$ cat src/rtl/piso_bit_serializer_pkg.sv
// -----------------------------------------------------------------------------
// piso_bit_serializer_pkg
// Shared definitions for the parallel-in/serial-out stage that feeds the serial
// sequence detector.
//   state_t         : serializer control states (IDLE, SHIFT)
//   DEFAULT_WIDTH   : default word width in bits
//   DETECT_PATTERN  : bit pattern the downstream detector looks for (oldest bit
//                     first); kept here so the bench and the detector agree
// -----------------------------------------------------------------------------
package piso_bit_serializer_pkg;

    typedef enum logic {
        IDLE  = 1'b0,
        SHIFT = 1'b1
    } state_t;

    localparam int DEFAULT_WIDTH = 8;

    localparam logic [2:0] DETECT_PATTERN = 3'b101;

endpackage : piso_bit_serializer_pkg

$ cat src/rtl/piso_bit_serializer.sv
// -----------------------------------------------------------------------------
// piso_bit_serializer
// Accepts WIDTH-bit words over a valid/ready handshake and emits them one bit
// per enabled clock. A one-word holding register lets consecutive words stream
// with no idle bit between them.
//
// Ports:
//   clk        in   clock, rising edge
//   rst        in   asynchronous active-high reset
//   load_data  in   [WIDTH-1:0] word to serialize
//   load_valid in   load_data is valid
//   load_ready out  a word can be accepted this cycle (= holding register empty)
//   ser_en     in   bit-advance enable; low holds the current bit
//   ser_out    out  serial data bit (0 when idle)
//   ser_valid  out  ser_out carries a real data bit
//   busy       out  shifter or holding register occupied
//   word_done  out  one-cycle pulse after the last bit of a word is consumed
// All outputs come straight from flops.
// -----------------------------------------------------------------------------
module piso_bit_serializer
    import piso_bit_serializer_pkg::*;
#(
    parameter int WIDTH     = DEFAULT_WIDTH,
    parameter bit MSB_FIRST = 1'b1
) (
    input  logic             clk,
    input  logic             rst,
    input  logic [WIDTH-1:0] load_data,
    input  logic             load_valid,
    output logic             load_ready,
    input  logic             ser_en,
    output logic             ser_out,
    output logic             ser_valid,
    output logic             busy,
    output logic             word_done
);

    localparam int                CNT_W    = $clog2(WIDTH);
    localparam logic [CNT_W-1:0]  LAST_CNT = CNT_W'(WIDTH - 1);

    state_t             state_reg, state_next;
    logic [WIDTH-1:0]   shreg_reg, shreg_next;
    logic [CNT_W-1:0]   cnt_reg, cnt_next;
    logic [WIDTH-1:0]   hold_reg, hold_next;
    logic               hold_full_reg, hold_full_next;

    logic               ser_out_reg, ser_out_next;
    logic               ser_valid_reg, ser_valid_next;
    logic               busy_reg, busy_next;
    logic               word_done_reg, word_done_next;
    logic               load_ready_reg, load_ready_next;

    logic [WIDTH-1:0]   shreg_shifted;
    logic               first_bit_next;
    logic               accept;
    logic               last_bit;

    // Bit order: the bit on the wire is always at the "outgoing" end of the
    // shifter, so the next-cycle output can be read from shreg_next directly.
    generate
        if (MSB_FIRST) begin : g_msb_first
            assign shreg_shifted  = {shreg_reg[WIDTH-2:0], 1'b0};
            assign first_bit_next = shreg_next[WIDTH-1];
        end else begin : g_lsb_first
            assign shreg_shifted  = {1'b0, shreg_reg[WIDTH-1:1]};
            assign first_bit_next = shreg_next[0];
        end
    endgenerate

    assign accept   = load_valid && load_ready_reg;
    assign last_bit = ser_en && (cnt_reg == LAST_CNT);

    // -------------------------------------------------------------------------
    // Next-state logic
    // -------------------------------------------------------------------------
    always_comb begin
        state_next     = state_reg;
        shreg_next     = shreg_reg;
        cnt_next       = cnt_reg;
        hold_next      = hold_reg;
        hold_full_next = hold_full_reg;
        word_done_next = 1'b0;

        case (state_reg)
            IDLE: begin
                // The holding register is always empty here; an accepted word
                // goes straight into the shifter without waiting for ser_en.
                if (accept) begin
                    shreg_next = load_data;
                    cnt_next   = '0;
                    state_next = SHIFT;
                end
            end

            SHIFT: begin
                if (last_bit) begin
                    word_done_next = 1'b1;
                    if (hold_full_reg) begin
                        // load_ready is low, so no accept can collide here.
                        shreg_next     = hold_reg;
                        cnt_next       = '0;
                        hold_full_next = 1'b0;
                    end else if (accept) begin
                        shreg_next = load_data;
                        cnt_next   = '0;
                    end else begin
                        shreg_next = '0;
                        cnt_next   = '0;
                        state_next = IDLE;
                    end
                end else begin
                    if (ser_en) begin
                        shreg_next = shreg_shifted;
                        cnt_next   = cnt_reg + 1'b1;
                    end
                    if (accept) begin
                        hold_next      = load_data;
                        hold_full_next = 1'b1;
                    end
                end
            end

            default: begin
                state_next = IDLE;
            end
        endcase
    end

    // Output flops are fed from next-state values so every output is registered
    // yet reflects the state it describes in the same cycle.
    assign ser_valid_next  = (state_next == SHIFT);
    assign ser_out_next    = (state_next == SHIFT) && first_bit_next;
    assign busy_next       = (state_next == SHIFT) || hold_full_next;
    assign load_ready_next = !hold_full_next;

    // -------------------------------------------------------------------------
    // Registers
    // -------------------------------------------------------------------------
    always_ff @(posedge clk or posedge rst) begin
        if (rst) begin
            state_reg      <= IDLE;
            shreg_reg      <= '0;
            cnt_reg        <= '0;
            hold_reg       <= '0;
            hold_full_reg  <= 1'b0;
            ser_out_reg    <= 1'b0;
            ser_valid_reg  <= 1'b0;
            busy_reg       <= 1'b0;
            word_done_reg  <= 1'b0;
            load_ready_reg <= 1'b1;
        end else begin
            state_reg      <= state_next;
            shreg_reg      <= shreg_next;
            cnt_reg        <= cnt_next;
            hold_reg       <= hold_next;
            hold_full_reg  <= hold_full_next;
            ser_out_reg    <= ser_out_next;
            ser_valid_reg  <= ser_valid_next;
            busy_reg       <= busy_next;
            word_done_reg  <= word_done_next;
            load_ready_reg <= load_ready_next;
        end
    end

    assign ser_out    = ser_out_reg;
    assign ser_valid  = ser_valid_reg;
    assign busy       = busy_reg;
    assign word_done  = word_done_reg;
    assign load_ready = load_ready_reg;

endmodule : piso_bit_serializer

$ cat config.mk
export PLATFORM = sky130hd
export DESIGN_NAME = piso_bit_serializer
export DESIGN_NICKNAME = d
export VERILOG_FILES = /design/src/rtl/piso_bit_serializer_pkg.sv /design/src/rtl/piso_bit_serializer.sv
export SDC_FILE = /design/constraint.sdc
export NUM_CORES = 1
export LEC_CHECK = 0
export CAP_MARGIN = 40
export CORE_MARGIN = 2
export CORE_UTILIZATION = 35
export CTS_CLUSTER_SIZE = 10
export DETAILED_ROUTE_END_ITERATION = 12
export DONT_BUFFER_PORTS = 1
export MAX_ROUTING_LAYER = met4
export PLACE_DENSITY = 0.58
export SETUP_SLACK_MARGIN = 0.5
export SYNTH_ARGS = -nofsm -noshare
export SYNTH_HDL_FRONTEND = slang
export SYNTH_SLANG_ARGS = --single-unit
$ cat constraint.sdc
create_clock -name clk -period 1.5 [get_ports clk]
set_input_delay 0.225 -clock clk [delete_from_list [all_inputs] [get_ports clk]]
set_output_delay 0.225 -clock clk [all_outputs]
set_load 0.03 [all_outputs]
Word level (Yosys, flattened, before mapping)
Index checks and enable logic that the tools add are counted.

word-level totals
  word-level logic and storage cells = 42
  output and inout bits = 5
  bits in registers = 25
  input bits = 12

cells by class
  reduce and logical (&&, ||, !) cells = 7
  multiplexer cells = 19
  equal/unequal tests = 3
  bitwise logic cells = 2
  $add $sub $neg = 1

operators with widths
  operator               number
  $mux W8                5
  $pmux W8 S2            1
  $mux W3                3
  $mux W1                8
  $pmux W3 S2            1
  $add A3 B1 Y3 const B  1
  $eq A3 B3 Y1 const B   1
  $logic_and A1 B1 Y1    3
  $ne A3 B2 Y1 const B   1
  $reduce_and A3 Y1      1
  $ne A2 B2 Y1 const B   1
  $not A1 Y1             2
  $pmux W1 S2            1
  $reduce_and A2 Y1      1
  $logic_not A1 Y1       1
  $logic_or A1 B1 Y1     1

Logic depth before layout (Yosys ltp)
  depth in word-level cells = 6
  mapped depth = 6
  mapped depth without buffers = 6

Worst setup path after synthesis
OpenSTA, ideal clock, no wires.

  path type = reg-to-reg
  start = register cnt_reg[0]
  end = register hold_reg[0]
  library setup time = 0.125 ns
  path slack = -0.120 ns
  data arrival time = 1.495 ns
  stages on the path, launching flop included = 6
  path buffers = 0
  data required time = 1.375 ns
  period minus slack after synthesis = 1.620 ns
  path through = dfrtp_1 > ha_1 > ha_1 > nand2_1 > nand4_2 > mux2_2

on the way
  longest elaborated chain between the ends = 4

ends and longest elaborated chain
  item                         line                        source
  start, declared              piso_bit_serializer.sv:43   logic [CNT_W-1:0] cnt_reg, cnt_next;
  start signal, assigned       piso_bit_serializer.sv:154  cnt_reg <= cnt_next;
  $eq A3 B3 Y1                 piso_bit_serializer.sv:71   assign last_bit = ser_en && (cnt_reg == LAST_CNT);
  $logic_and A1 B1 Y1          piso_bit_serializer.sv:71
  $not A1 Y1 (no line)         --
  $reduce_and A3 Y1 (no line)  --
  end signal, assigned         piso_bit_serializer.sv:155  hold_reg <= hold_next;
  end, declared                piso_bit_serializer.sv:44   logic [WIDTH-1:0] hold_reg, hold_next;

Every way passes these cells.
A chain may end at the register's enable or synchronous reset.

Worst setup path in the final report
  start = register cnt_reg[1]
  end = register hold_reg[0]

Same word-level chain as after synthesis.

==> impl_metrics.csv <==
group,metric,value,unit
status,status,"finished, final reports clean",
cts,cts_buffer_depth,2,
finish,instances_no_fill,190,
critical_path,cp_max_fo,8,
timing,setup-violations-final,0,
timing,hold_viol,0,
die,coreArea,3606,sq um
finish,multi_input_area,730.7,sq um
timing,fin_crit_sh,0.9884,
cts,cts_buffers,3,
worst_hold_path,min_from,"load_data[6]",
timing,period_needed,1483,ps
pwr,power.density,1767,nW/um^2
finish,drive_gt1_frac,0.4577,
critical_path,critPathArrivalTime,1640,ps
critical_path,worstReg2RegStart,"cnt_reg[1]$_DFFE_PP0P_",
placed_design,portBuffers,0,
cts,clock_latency,270,ps
placed_design,dp.cells,173,
cts,cts_tree,"yes",
cts,clk_pin_slew,90,ps
timing,worst_slew_pin_slew,346.4,ps
timing,hold_ws,94.01,ps
timing,maxSlewViolCount,0,
routing,routed_wl,3306,um
timing,skew,9.953,ps
pwr,leakage,0.7673,nW
routing,post_drt_wl_per_cell,17.40,um
routing,drt_iter0_markers,47,
routing,dr.pass1.iters,4,
finish,area_growth,38.87,%
grt,grt_pass1_vias,1078,
yosys,synth.distinct_cells,36,
grt,grt_max_degree,26,
critical_path,crit_type,"register to register",
placed_design,place_hpwl,2116,um
grt,grt.overflow.total,0,
yosys,synth_nets,132,
worst_hold_path,holdPathStages,1,
yosys,postSynthAreaPerCell,10.91,sq um
worst_hold_path,min_to,"hold_reg[6]$_DFFE_PP0P_",
critical_path,cp-end-kind,"register",
timing,rsz0062_at_grt,"yes",
routing,via_per_inst,5.432,
pwr,ir_drop,0.9437,mV
yosys,synth_seq_area_share,0.4869,
yosys,synthCells,118,
timing,maxSlewHeadroom,0.7686,
die,die_area,4180,sq um
finish,regArea,633.1,sq um
cts,htreeDepth,1,
die,fp.dieH,64.65,um
finish,antennaDiodeCount,0,
yosys,netlist_area,1287,sq um
worst_hold_path,hp-class,"primary input to register",
grt,grt_pass1_wl,5333,um
grt,grtUsageTotal,0.1741,
die,dieWidth,64.65,um
timing,fmaxAchievable,0.6745,GHz
grt,antenna_found_initial,0,
routing,dr_total_vias,1032,
die,start_util,0.3570,
finish,fill_cells,337,
die,rows,22,
yosys,ys_warn_count,0,
routing,drcViolationCount,0,
run,cap_violations,0,
critical_path,critPathLaunchType,"register",
finish,finish.net_count,157,
yosys,synth_seq_cells,25,
routing,ant_nets,0,
die,io_pins,17,
placed_design,gp_congestion,0.8116,
cts,clock-sinks,25,
critical_path,reg2reg_depth,5,
critical_path,r2r_slack,20,ps
cts,cts_root_buf,"clkbuf_8",
critical_path,required,1660,ps
critical_path,r2r_end,"hold_reg[0]$_DFFE_PP0P_",
[stage by stage]
step / utilization / instance area (sq um) / setup WS (ps) / TNS, ps / total power [mW]
after CTS: 0.4705 / 1697 / -1.056 / -1.056 / 2.988
after global placement: 0.4119 / 1485 / -57.19 / -128.9 / 2.335
after floorplan: - / 1371 / 65.72 / 0 / 2.096
after global routing: 0.4958 / 1788 / -47.88 / -377.6 / 3.362
final: 0.4958 / 1788 / 17.33 / 0 / 3.160
after detailed placement: 0.4119 / 1485 / -82.91 / -221.0 / 2.378
[repair_timing]
action / CTS / global route
endpoints found under the hold margin: 24 / 0
hold buffers: 1 / 0
gates resized for setup: 19 / 8
pin swaps: 19 / 5
setup buffers: 7 / 4
gates cloned: 1 / 0
endpoints found under the setup margin: 30 / 27
[worst max-delay path by stage]
stage          slack, ps                    from                       end  cells past startpoint
3_5_place_dp         -80  cnt_reg[0]$_DFFE_PP0P_  shreg_reg[4]$_DFFE_PP0P_                      5
2_1_floorplan         70    load_ready$_DFF_PP1_         ser_out$_DFF_PP0_                      4
3_3_place_gp         -60  cnt_reg[1]$_DFFE_PP0P_  shreg_reg[3]$_DFFE_PP0P_                      5
4_1_cts               -1  cnt_reg[1]$_DFFE_PP0P_   hold_reg[1]$_DFFE_PP0P_                      5
6_report              20  cnt_reg[1]$_DFFE_PP0P_   hold_reg[0]$_DFFE_PP0P_                      5
5_1_grt              -50  cnt_reg[1]$_DFFE_PP0P_   hold_reg[5]$_DFFE_PP0P_                      5
[routing by layer]
layer / track usage / wire [um] / vias up
met4: 0.06117 / 48 / 0
met3: 0.04861 / 162 / 7
met1: 0.2066 / 1439 / 510
met5: - / 0 / -
li1: - / - / 486
met2: 0.2852 / 1656 / 29
[cell type report]
type,instances,area share
tap,48,0.03359
inverter,6,0.01260
sequential,25,0.3541
timing repair buffer,28,0.1659
multi-input combinational,79,0.4087
clock buffer,4,0.02519
[where the power goes]
| part | total (mW) | switching, mW | internal (mW) | leakage, nW |
|---|---|---|---|---|
| Sequential | 1.26 | 0.275 | 0.987 | 0.290 |
| Clock | 0.398 | 0.208 | 0.190 | 0.0228 |
| Combinational | 1.50 | 0.631 | 0.869 | 0.455 |
[worst max-delay path: stages, from the launching register on]
cell,delay [ps]
dfrtp_1,390
ha_2,200
ha_4,190
nand2_4,90
nand4_4,160
mux2_2,320
[cells in the mapped netlist]
library cell,number,share of area
and3b_1,1,0.0068
and3_1,2,0.0097
inv_1,6,0.017
nand2_1,9,0.026
nand3_2,1,0.0078
ha_1,2,0.019
o21ai_1,1,0.0039
nor2b_1,5,0.024
a2111oi_2,1,0.012
nor3_1,6,0.023
a21o_1,2,0.012
or3_1,3,0.015
nand4b_1,1,0.0068
o311a_1,3,0.023
nand3b_1,3,0.017
buf_2,6,0.023
o22a_1,1,0.0068
and2_1,1,0.0049
a32oi_1,3,0.020
dfstp_2,1,0.020
a31oi_1,6,0.029
o2bb2ai_1,2,0.014
o21ai_0,1,0.0039
mux2i_1,5,0.039
a21oi_1,4,0.016
dfrtp_1,24,0.47
o22ai_1,1,0.0049
clkbuf_1,1,0.0029
mux2_2,8,0.070
buf_6,1,0.0087
nand4_2,1,0.0097
a32o_1,1,0.0078
a211oi_1,2,0.012
nor2_1,1,0.0029
o32a_1,1,0.0078
a21boi_0,1,0.0058
[cells in the final DEF (no fill, tap or decap), types with 3 or more instances in the layout]
cell and instances:
inv_1 4, mux2i_1 5, buf_6 7, a32oi_1 3, buf_4 16, buf_12 3
nor3_1 6, nor2b_1 3, or3_1 3, a21oi_1 3, a31oi_1 6, nand3b_1 3
mux2_2 8, dfrtp_2 5, clkbuf_8 3, dfrtp_1 19, nand2_1 7
[cell families after synthesis]
logic type,Yosys count,share of synthesized area
AND/OR/NAND/NOR,34,0.1545
adder cells (fa/ha/maj),2,0.01943
AO/OA/AOI/OAI,30,0.1778
flip-flops,25,0.4869
multiplexers,13,0.1088
buffers and inverters,14,0.05247
No activity file was read; power rests on OpenSTA's default activity.
